## src/rtl/data_demux.sv

```systemverilog
// data_demux: one-deep slot per active destination, valid-tagged outputs.
// Unicast or broadcast delivery with same-cycle refill of draining slots.
// Out-of-range unicast words are dropped and raise a sticky error flag.
module data_demux #(
  parameter int NUM_OUTPUTS = 4,
  parameter int BIT_WIDTH   = 32
) (
  input  logic                 clk,
  input  logic                 rst_n,
  input  logic                 in_valid,
  output logic                 in_ready,
  input  logic [BIT_WIDTH-1:0] in_data,
  input  logic [3:0]           in_sel,
  input  logic                 in_bcast,
  output logic [BIT_WIDTH:0]   out0,
  output logic [BIT_WIDTH:0]   out1,
  output logic [BIT_WIDTH:0]   out2,
  output logic [BIT_WIDTH:0]   out3,
  output logic [BIT_WIDTH:0]   out4,
  output logic [BIT_WIDTH:0]   out5,
  output logic [BIT_WIDTH:0]   out6,
  output logic [BIT_WIDTH:0]   out7,
  output logic [BIT_WIDTH:0]   out8,
  output logic [BIT_WIDTH:0]   out9,
  output logic [BIT_WIDTH:0]   out10,
  output logic [BIT_WIDTH:0]   out11,
  output logic [BIT_WIDTH:0]   out12,
  output logic [BIT_WIDTH:0]   out13,
  output logic [BIT_WIDTH:0]   out14,
  output logic [BIT_WIDTH:0]   out15,
  input  logic [15:0]          out_ready,
  output logic                 err_sel,
  output logic [15:0]          accept_cnt
);

  typedef enum logic {S_EMPTY, S_FULL} slot_t;

  // Bit N set when destination N exists.
  localparam logic [15:0] ACTIVE = 16'((32'h1 << NUM_OUTPUTS) - 32'h1);

  slot_t                state   [16];
  logic [BIT_WIDTH-1:0] payload [16];
  logic [BIT_WIDTH:0]   outv    [16];
  logic [15:0]          full;
  logic [15:0]          free;
  logic [15:0]          fill;
  logic                 sel_ok;
  logic                 accept;

  assign sel_ok = {1'b0, in_sel} < 5'(NUM_OUTPUTS);
  assign accept = in_valid & in_ready;

  // Slot occupancy and "can take a word this edge" per destination.
  always_comb begin
    full = '0;
    free = '0;
    for (int unsigned i = 0; i < 16; i++) begin
      full[i] = ACTIVE[i] & (state[i] == S_FULL);
      free[i] = ~full[i] | out_ready[i];
    end
  end

  // Upstream handshake; independent of in_valid, held low during reset.
  always_comb begin
    in_ready = 1'b0;
    if (rst_n) begin
      if (in_bcast)
        in_ready = &(free | ~ACTIVE);
      else if (!sel_ok)
        in_ready = 1'b1;
      else
        in_ready = free[in_sel];
    end
  end

  // Which slots load the incoming word this edge.
  always_comb begin
    fill = '0;
    for (int unsigned i = 0; i < 16; i++)
      fill[i] = accept & ACTIVE[i] & (in_bcast | (sel_ok & (in_sel == 4'(i))));
  end

  // Slot state, payload, error flag and acceptance counter.
  always_ff @(posedge clk or negedge rst_n) begin
    if (!rst_n) begin
      for (int unsigned i = 0; i < 16; i++) begin
        state[i]   <= S_EMPTY;
        payload[i] <= '0;
      end
      err_sel    <= 1'b0;
      accept_cnt <= '0;
    end else begin
      for (int unsigned i = 0; i < 16; i++) begin
        if (fill[i]) begin
          state[i]   <= S_FULL;
          payload[i] <= in_data;
        end else if (full[i] && out_ready[i]) begin
          state[i] <= S_EMPTY;
        end
      end
      if (accept && !in_bcast && !sel_ok)
        err_sel <= 1'b1;
      if (accept && (in_bcast || sel_ok))
        accept_cnt <= accept_cnt + 16'd1;
    end
  end

  // Valid-tagged output words; payload forced to zero when the slot is empty.
  always_comb begin
    for (int unsigned i = 0; i < 16; i++)
      outv[i] = full[i] ? {1'b1, payload[i]} : '0;
  end

  assign out0  = outv[0];
  assign out1  = outv[1];
  assign out2  = outv[2];
  assign out3  = outv[3];
  assign out4  = outv[4];
  assign out5  = outv[5];
  assign out6  = outv[6];
  assign out7  = outv[7];
  assign out8  = outv[8];
  assign out9  = outv[9];
  assign out10 = outv[10];
  assign out11 = outv[11];
  assign out12 = outv[12];
  assign out13 = outv[13];
  assign out14 = outv[14];
  assign out15 = outv[15];

endmodule

```

## config.mk

```make
export PLATFORM = sky130hd
export DESIGN_NAME = data_demux
export DESIGN_NICKNAME = d
export VERILOG_FILES = /design/src/rtl/data_demux.sv
export SDC_FILE = /design/constraint.sdc
export NUM_CORES = 1
export LEC_CHECK = 0
export CORE_AREA = 2 2 233 235
export DETAILED_ROUTE_END_ITERATION = 16
export DIE_AREA = 0 0 235 237
export GPL_ROUTABILITY_DRIVEN = 1
export GPL_TIMING_DRIVEN = 0
export PLACE_DENSITY = 0.42
export SYNTH_ARGS = -nofsm -noshare
export SYNTH_HDL_FRONTEND = slang
export SYNTH_SLANG_ARGS = --single-unit
```

## constraint.sdc

```tcl
create_clock -name clk -period 2.4 [get_ports clk]
set_input_delay 0.72 -clock clk [delete_from_list [all_inputs] [get_ports clk]]
set_output_delay 0.72 -clock clk [all_outputs]
set_load 0.03 [all_outputs]
```

## Word level (Yosys, flattened, before mapping)

Index checks and enable logic that the tools add are counted.

- Bits in latches: 0
- Input bits: 56
- Memories: 0
- RAM bits: 0
- Bits in read-only memories: 0
- Bits in registers: 149

- $mul: 0
- Equal/unequal tests: 3
- $lt $le $gt $ge: 2
- Shift-type cells: 0
- Add/sub/neg operators: 1
- Mux-type cells: 17
- Bitwise logic cells: 21
- Divide/modulo/power cells: 0
- Reductions and logical operators: 16

Operator list:

| operator | count |
|---|---|
| $mux 33 | 4 |
| $add 16x1->16 const B | 1 |
| $mux 1 | 12 |
| $and 1x1->1 | 9 |
| $eq 4x2->1 const B | 2 |
| $or 1x1->1 | 8 |
| $reduce_bool 2->1 | 4 |
| $logic_and 1x1->1 | 7 |
| $lt 4x5->1 const B | 1 |
| $bmux 1 s4 | 1 |
| $eq 4x1->1 const B | 1 |
| $logic_not 4->1 | 1 |
| $lt 4x3->1 const B | 1 |
| $not 1->1 | 4 |
| $reduce_and 4->1 | 1 |
| $logic_not 1->1 | 2 |
| $logic_or 1x1->1 | 1 |

## Longest topological paths before layout

- Depth after elaboration: 10
- Depth in mapped cells: 8
- Gate-level depth less buffers: 5

## Worst setup path before layout

OpenSTA, ideal clock, no wires.

- Path kind: in2out
- Start: input port in_sel[0]
- End: output port in_ready
- Path buffers: 0
- Data arrival time: 1719 ps
- Slack: -39 ps
- Stages on the path: 5
- Path through: nor2b_1 -> o211a_1 -> a21oi_1 -> o21ai_0 -> nor2_1

- Longest elaborated chain between the ends: 5
- Elaborated cells on any way between the ends: 6
- Those cells by class: 1 x order compare; 5 x mux

Ends and longest elaborated chain:

| element | RTL line | text |
|---|---|---|
| start: declaration | 13 | `input logic [3:0] in_sel,` |
| $bmux 1 s4 | 72 | `in_ready = free[in_sel];` |
| $mux 1 (implied by the code) | 72 |  |
| $mux 1 * | 69 | `else if (!sel_ok)` |
| $mux 1 * | 67 | `if (in_bcast)` |
| $mux 1 * | 66 | `if (rst_n) begin` |
| end: declaration | 11 | `output logic in_ready,` |

Mark *: on every way between the ends. The rest lies on a longest branch, timed or not. The select of a mux whose other input is x is not followed.

## Worst setup path after layout

- Start: input port in_sel[3]
- End: output port in_ready

Same word-level chain as after synthesis.

==> parameters.txt <==
Parameter                              Value

Status
  Outcome ... complete, but fails checks
  Violations in the final reports ... negative setup slack

Yosys
  Post-synthesis instance area ... ~9800 µm²
  Avg Synthesized Cell Area ... around 11 µm²
  Number of synthesized register bits ... between 100 and 150
  Synthesis Warnings ... 0
  Share of the synthesized area in the top cell type ... 0.380
  Fraction of the yosys area taken by sequential cells ... 0.380
  Post-Syn Instances ... about 900
  Cells taking the most area after synthesis ... sky130_fd_sc_hd__dfrtp_1 38%, sky130_fd_sc_hd__buf_4 31%, sky130_fd_sc_hd__mux2_1 11%
  Number of distinct library cells after synthesis ... 39
  Cell accounting for the most synthesized area ... sky130_fd_sc_hd__dfrtp_1

Final layout
  Diode count ... 0
  Fin area ... around 16000 µm²
  Nets@finish ... around 1600
  Post-layout util ... 0.301
  Number of cells in the finished layout apart from fillers ... approximately 2300
  Area added between synthesis and finish ... 63.5%
  Fraction of layout cells with a size suffix above 1 ... 0.499

Pwr
  Switching power of the nets ... 0.00361 W
  Power density over cell area ... around 650 nW/µm²
  Maximum resistive drop on vdd ... about 0.00047 V
  Pleak ... between 8 and 9 nW
  Internal power summed over all cells ... 0.00688 W
  Switching power share of the total ... 0.344
  Flop pwr share ... 0.342
  Clock network power share ... 0.278
  Fraction of power consumed by combinational cells ... 0.380

Detailed routing
  Final WL ... 32600 µm
  Number of vias per cell ... a little over 3
  Number of design rule violations left after detail routing ... 0
  Number of violations reported at the end of detailed-routing iteration 0 ... ~190
  Detailed-route wire length per cell ... between 10 and 15 µm
  Iteration count of the initial detailed-routing pass ... 4
  ANT nets after route ... 0
  Overall via count from detail_route ... 7065

Place
  Total of buffers placed on input and output ports ... about 190
  Placed Cells ... between 2000 and 2500
  Final HPWL from detailed placement ... around 23000 µm
  Routability congestion estimate ... between 0.7 and 0.8
  Post-placement cell area ... ~14000 µm²

STA
  Hold Worst Slack ... 0.147 ns
  Final hold violations ... 0
  Final min period ... about 2.5 ns
  Unrepaired setup endpoints after global routing ... yes
  Final count of pins violating max slew ... 0
  Total setup violations reported at the end of the flow ... 31
  Post-route setup slack ... -0.114 ns
  Fmax achieved ... between 0.3 and 0.4 GHz
  Post-route clock period utilization ... 1.05
  Setup TNS ... -0.545 ns
  Clock Skew ... 0.0111 ns

Critical path
  Worst path max stage delay ... between 0.4 and 0.5 ns
  Cell-by-cell trace of the critical path ... clkdlybuf4s50_1, nor2_2, a21oi_1, o21ai_1, nor2_2, buf_6
  Worst Setup Start Kind ... primary input
  Worst setup path category ... in2out
  Cell with the largest stage delay on the worst path ... sky130_fd_sc_hd__clkdlybuf4s50_1
  Signal arrival time at the worst endpoint ... 1.79 ns
  Sort of element at the end of the critical path ... primary output
  Top cell by count, worst path ... sky130_fd_sc_hd__nor2_2
  Max Fanout on Critical Path ... 3
  Endpoint required time on the critical path ... around 1.7 ns

Clocking
  Clk_lat worst skew ... approximately 0.44 ns
  Clock transition at the registers of the reported paths ... around 0.060 ns
  Maximum root-to-sink buffer count ... 2
  Root buffer selected by CTS ... sky130_fd_sc_hd__clkbuf_16
  TritonCTS clock tree ... done
  Number of buffers added to fix hold violations after cts ... 0
  Number of sinks driven by the clock tree ... ~150
  Number of levels in the clock H-tree ... 4
  Clock buffer count from CTS ... 17

Floorplanning
  Placeable core region ... 53300 µm²
  Die Area ... ~56000 µm²
  DIE WIDTH ... around 240 µm
  Vertical extent of the die ... 237 µm
  Core Rows ... 85
  Ports placed on the boundary ... around 600
  Initial core utilization ... 0.184

Global routing
  Largest net degree at the start of global routing ... 54
  Wire length of the first global-routing pass ... between 40000 and 50000 µm
  Residual overflow from global routing ... 0
  Initial antenna violation count ... 1
  Number of global-route vias before repair ... approximately 6800
  Combined global-route utilization of all metal layers ... 0.109

Run
  Max Cap Violations ... 0

Hold path
  Class of the most critical hold timing path ... in2async
-- metal layers --
metal,vias up,track usage,part of all wire
met2,273,0.194,0.52
met1,3297,0.120,0.39
li1,3477,-,-
met5,-,0,0.00031
met3,16,0.0428,0.080
met4,2,0.0247,0.0086
-- per-stage QoR --
stage | total power, W | setup WS (ns)
floorplan | 0.00603 | 0.0605
global placement | 0.00691 | -7.10
detailed placement | 0.00695 | -1.13
CTS | 0.0101 | -0.115
global route | 0.0110 | -0.178
finish | 0.0105 | -0.114
-- cells in the mapped netlist, drive strengths merged --
cell type    n
o21ai        4
nand4        6
clkbuf      12
nand3        7
ha           1
nor3         3
nor2         8
a21oi        2
o21a         2
xnor2       14
o211a        1
mux2       129
nor2b        3
and3         2
and2       129
nor4bb       1
buf        413
conb         1
nand2       13
o31ai        2
xor2         1
and4b        1
a31oi        1
inv          5
nand3b       1
nor4         1
dfrtp      149
nand2b       2
nor4b        2
a21o         2
-- worst paths after layout --
kind                           startpoint              to  slack (ns)  cells past startpoint
max                             in_sel[3]        in_ready       -0.11                      6
min                                 rst_n  accept_cnt[14]        0.15                      1
max reg2reg                       full[3]    payload[390]       -0.02                     10
min reg2reg                accept_cnt[15]  accept_cnt[15]        0.48                      1
max in group asynchronous           rst_n    payload[418]        1.49                      2
min in group clk           accept_cnt[15]  accept_cnt[15]        0.48                      1
-- repair_timing --
action	in CTS	in global routing
setup endpoints to repair	275	205
pin swaps	6	2
buffers inserted	40	11
gates cloned	7	7
hold endpoints to repair	0	0
gates resized for setup	678	283
-- layout by cell type, fill, tap and decap left out, drive strengths merged, types with 2 or more instances in the layout --
| master | synthesis | final |
|---|---|---|
| nand2 | 13 | 13 |
| clkinv | 0 | 3 |
| bufbuf | 0 | 2 |
| inv | 5 | 8 |
| dlygate4sd2 | 0 | 16 |
| nor2b | 3 | 3 |
| buf | 413 | 576 |
| clkbuf | 12 | 38 |
| xnor2 | 14 | 14 |
| clkdlybuf4s50 | 0 | 51 |
| and2 | 129 | 129 |
| bufinv | 0 | 3 |
| o21a | 2 | 2 |
| o31ai | 2 | 2 |
| mux2 | 129 | 129 |
| clkdlybuf4s15 | 0 | 14 |
| nand4 | 6 | 6 |
| a21o | 2 | 2 |
| nand3 | 7 | 7 |
| nor3 | 3 | 3 |
| nand2b | 2 | 2 |
| dfrtp | 149 | 149 |
| nor2 | 8 | 8 |
| conb | 1 | 396 |
| a21oi | 2 | 2 |
| nor4b | 2 | 2 |
| and3 | 2 | 2 |
| o21ai | 4 | 4 |
-- critical path: cells and delay by family --
| kind | cells | cell delay (ns) |
|---|---|---|
| buffers and inverters | 2 | 0.57 |
| AND/OR/NAND/NOR | 2 | 0.26 |
| AO/OA/AOI/OAI | 2 | 0.25 |
-- registers in the layout (all words and copies together), names as in the netlist --
signal,count
accept_cnt,16
err_sel,1
full,4
payload,128
-- power by group through the flow --
stage / logic, W / registers, W / clock network [W]
after floorplan: 0.00248 / 0.00355 / 0
after CTS: 0.00358 / 0.00355 / 0.00301
after detailed placement: 0.00336 / 0.00359 / 0
final: 0.00399 / 0.00359 / 0.00292
after global placement: 0.00334 / 0.00358 / 0
after global routing: 0.00424 / 0.00369 / 0.00311
-- logic make-up (layout without fill, tap and decap cells) --
| logic type | count (synthesis) | in the layout | synth area share |
|---|---|---|---|
| AOI/OAI and AO/OA | 14 | 14 | 0.0117 |
| other | 1 | 396 | 0.000382 |
| muxes | 129 | 129 | 0.159 |
| adders and majority gates | 1 | 1 | 0.00127 |
| DFF | 149 | 149 | 0.380 |
| xor gates and xnor gates | 15 | 15 | 0.0134 |
| and+or+nand+nor | 179 | 179 | 0.110 |
| buffers and inverters | 430 | 713 | 0.324 |
-- cell type report --
type | count | area, µm²
Timing Repair Buffer | 257 | 2560
Buffer | 419 | 3390
Clock inverter | 10 | 143
Sequential cell | 149 | 3730
Clock buffer | 22 | 474
Fill cell | 5655 | 37200
Inverter | 5 | 18.8
Multi-Input combinational cell | 734 | 4860
Tap cell | 696 | 871
(Power assumes the default switching activity.)
==> variant 1: new RTL, same flow settings <==
The parameter `BIT_WIDTH` goes from 32 to 24.
--- a/src/rtl/data_demux.sv
+++ b/src/rtl/data_demux.sv
@@ -5,3 +5,3 @@
   parameter int NUM_OUTPUTS = 4,
-  parameter int BIT_WIDTH   = 32
+  parameter int BIT_WIDTH   = 24
 ) (
Ports: changed (17 resized); port bits go from 602 to 466. The function was not compared with the original's and may differ.
==> variant 1 against the original RTL <==
  * The run still ends with setup timing left
  * Global-route usage shrank 1.8 points
  * Setup slack got worse by 0.032 ns
  * Design area is 22% lower
  * Synthesized area down 21%
  * Sequential cell count is 32 lower
  * Power decreased by 20%
  * Count of clock-buffer cells in the layout is 5 lower
  * Routed wire length is 23% lower
  * Critical path type unchanged
  * Largest cell class unchanged
  * Largest power group unchanged
  * Highest routed layer unchanged
==> variant 1: results <==
export IMPL_hpwl_um=17770
export IMPL_fin_skew_ns=0.01422
export IMPL_dp_slack_ns=-1.168
export IMPL_nets=1278
export IMPL_largest_reg_flops=96
export IMPL_max_stage_delay_ns=0.28
export IMPL_met2_usage_pct=15.13
export IMPL_r2r_end="payload[378]$_DFFE_PN0P_"
export IMPL_placed_area_um2=11320
export IMPL_fin_tns_setup_ns=-1.922
export IMPL_arrival_ns=1.83
export IMPL_wl_met3_um=2134
export IMPL_drt_met1_wl_um=10310
export IMPL_grt_use_met3_pct=4.080
export IMPL_status="finished, violations left"
export IMPL_drive_above_1_share_pct=48.31
export IMPL_grt_pass1_wl_um=36360
export IMPL_ctsResizeCount=470
export IMPL_fin_hold_ws_ns=0.1264
export IMPL_synth_compound_area_share_pct=1.483
export IMPL_leakagePower_nw=6.767
export IMPL_wl_um=25230
export IMPL_io_buffers=153
export IMPL_finalNonFillerCells=1939
export IMPL_synth_xor_area_share_pct=1.692
export IMPL_globalplace_congestion=0.6950
export IMPL_grt_max_degree=60
export IMPL_synth_area_leaders="dfrtp_1 (38%), buf_4 (29%), and2_1 (7.7%)"
export IMPL_cts_buffer_depth=2
export IMPL_num_vias=5582
export IMPL_violations="setup timing"
export IMPL_post_cts_buffers=25
export IMPL_synthMuxAreaShare_pct=15.95
export IMPL_wl_met2_um=12310
export IMPL_netlist_top_cells_count="buf_4 (300), dfrtp_1 (117), and2_1 (96)"
export IMPL_vdd_ir_drop_max_mv=0.5477
export IMPL_setup_viol=57
export IMPL_synth_seq_area_share_pct=37.71
export IMPL_crit_slowest_cell="clkdlybuf4s15_1"
export IMPL_syn_inst=719
export IMPL_met1_usage_pct=10.34
export IMPL_synthAdderAreaFrac_pct=0.1612
export IMPL_clkLatencyLatePin_ns=0.47
export IMPL_crit_start="out_ready[3]"
export IMPL_grt_usage_pct=9.080
export IMPL_antenna_found_initial=5
export IMPL_setup_ws_ns=-0.1459
-- variant 1: cell count changes after synthesis, sizes merged, moves of 2 or more --
cell / delta
nand2: -2
inv: +2
buf: -99
dfrtp: -32
clkbuf: -4
mux2: -32
and2: -33
-- variant 1: power by group --
part / total [mW] / internal (mW) / switching [mW]
Clock: 2.65 / 1.47 / 1.18
Combinational: 2.97 / 1.43 / 1.54
Sequential: 2.80 / 2.50 / 0.301
Total: 8.43 / 5.40 / 3.03
-- variant 1: area by class of cell --
cell class,instances,area [um^2]
Antenna cell,1,2.502
Buffer,319,2552
Clock buffer,17,425.4
Clock inverter,15,162.7
Fill cell,5772,40700
Inverter,7,26.28
Multi-Input combinational cell,572,3746
Sequential cell,117,2933
Tap cell,696,870.8
Timing Repair Buffer,195,1868
-- variant 1: critical path: cells and delay by family --
| family | cells | cell delay, ns |
|---|---|---|
| AO/OA/AOI/OAI | 1 | 0.22 |
| buffers and inverters | 2 | 0.42 |
| AND/OR/NAND/NOR | 3 | 0.46 |
==> variant 2: new RTL, same settings <==
Without the edit above. Reset style: synchronous (`rst_n`), changed in one clocked block.
--- a/src/rtl/data_demux.sv
+++ b/src/rtl/data_demux.sv
@@ -83,3 +83,3 @@
   // Slot state, payload, error flag and acceptance counter.
-  always_ff @(posedge clk or negedge rst_n) begin
+  always_ff @(posedge clk) begin
     if (!rst_n) begin
Function: differs if rst_n is asserted again (counterexample within 4 cycles, from zero or initial values and one cycle with rst_n low); with rst_n held inactive, the same outputs for 4 cycles.
==> variant 2 against the original RTL <==
  * Synthesized cell count rose by 2.4%
  * Hold slack improved by 0.33 ns
  * Sequential cell count did not move
  * Design area rose by 1.6%
  * Die area did not move
  * Setup slack got worse by 0.53 ns
  * Power fell by 18%
  * Highest routed layer is now met4
  * Core utilization rose by 0.48 points
  * Global-route usage rose by 1.2 points
  * Routed wire length rose by 9.8%
  * Clock power barely moved
  * Register-to-register slack got worse by 0.58 ns
  * Synthesized area fell by 1.3%
  * The run still ends with setup timing left
  * Cell count rose by 2.3%
==> variant 2: results <==
export IMPL_globalplace_congestion=0.7068
export IMPL_max_stage_delay_ns=0.50
export IMPL_synth_area_leaders="edfxtp_1 (41%), buf_4 (31%), and2_1 (17%)"
export IMPL_grt_pass1_vias=6694
export IMPL_yosysUniqueCellTypes=34
export IMPL_crit_start="in_sel[0]"
export IMPL_clkLatencyLatePin_ns=0.47
export IMPL_fin_tns_setup_ns=-117.88
export IMPL_synthAdderAreaFrac_pct=0.1292
export IMPL_setup_viol=321
export IMPL_dr_first_iter_drc_count=172
export IMPL_crit_slowest_cell="mux4_2"
export IMPL_synth_xor_area_share_pct=0
export IMPL_synth_seq_area_share_pct=44.43
export IMPL_reg2reg_setup_slack_ns=-0.60
export IMPL_r2r_end="payload[0][83]$_SDFFCE_PN0P_"
export IMPL_setup_ws_ns=-0.6433
export IMPL_post_cts_buffers=56
export IMPL_grt_usage_pct=12.06
export IMPL_dr_max_layer_used="met4"
export IMPL_arrival_ns=2.32
export IMPL_synth_compound_area_share_pct=1.731
export IMPL_netlist_top_cells_count="buf_4 (396), and2_1 (257), edfxtp_1 (132)"
export IMPL_violations="setup timing"
export IMPL_status="finished, violations left"
export IMPL_holdCritPathClass="flop to flop"
export IMPL_p_sw_share_pct=33.37
export IMPL_wl_met3_um=2156
export IMPL_synthMuxAreaShare_pct=1.162
export IMPL_wl_um=35810
export IMPL_drive_above_1_share_pct=45.81
export IMPL_ctsResizeCount=772
export IMPL_grt_use_met3_pct=4.197
export IMPL_vdd_ir_drop_max_mv=0.4413
[variant 2: power by group through the flow]
stage | logic, mW | clock network [mW] | registers (mW)
final | 2.68 | 2.92 | 3.01
after global routing | 2.84 | 3.13 | 3.02
after CTS | 2.56 | 3.04 | 3.01
after detailed placement | 2.27 | 0 | 3.09
after global placement | 2.26 | 0 | 3.08
after floorplan | 1.76 | 0 | 3.07
[variant 2: cell type report]
| class | instances | area (um^2) |
|---|---|---|
| fill | 5631 | 36980 |
| inverter | 6 | 28.78 |
| sequential | 149 | 4304 |
| clock inverter | 14 | 182.7 |
| clock buffer | 18 | 429.2 |
| multi-input combinational | 757 | 4224 |
| tap | 696 | 870.8 |
| antenna | 1 | 2.502 |
| timing repair buffer | 278 | 2828 |
| buffer | 426 | 3436 |
[variant 2: kinds of logic (layout without fill, tap and decap cells)]
group | count (synthesis) | in the layout
fa+ha+maj | 1 | 1
simple gates | 321 | 325
mux | 10 | 10
flops | 149 | 149
compound gates | 25 | 25
other cells | 1 | 397
buf+inv | 433 | 742
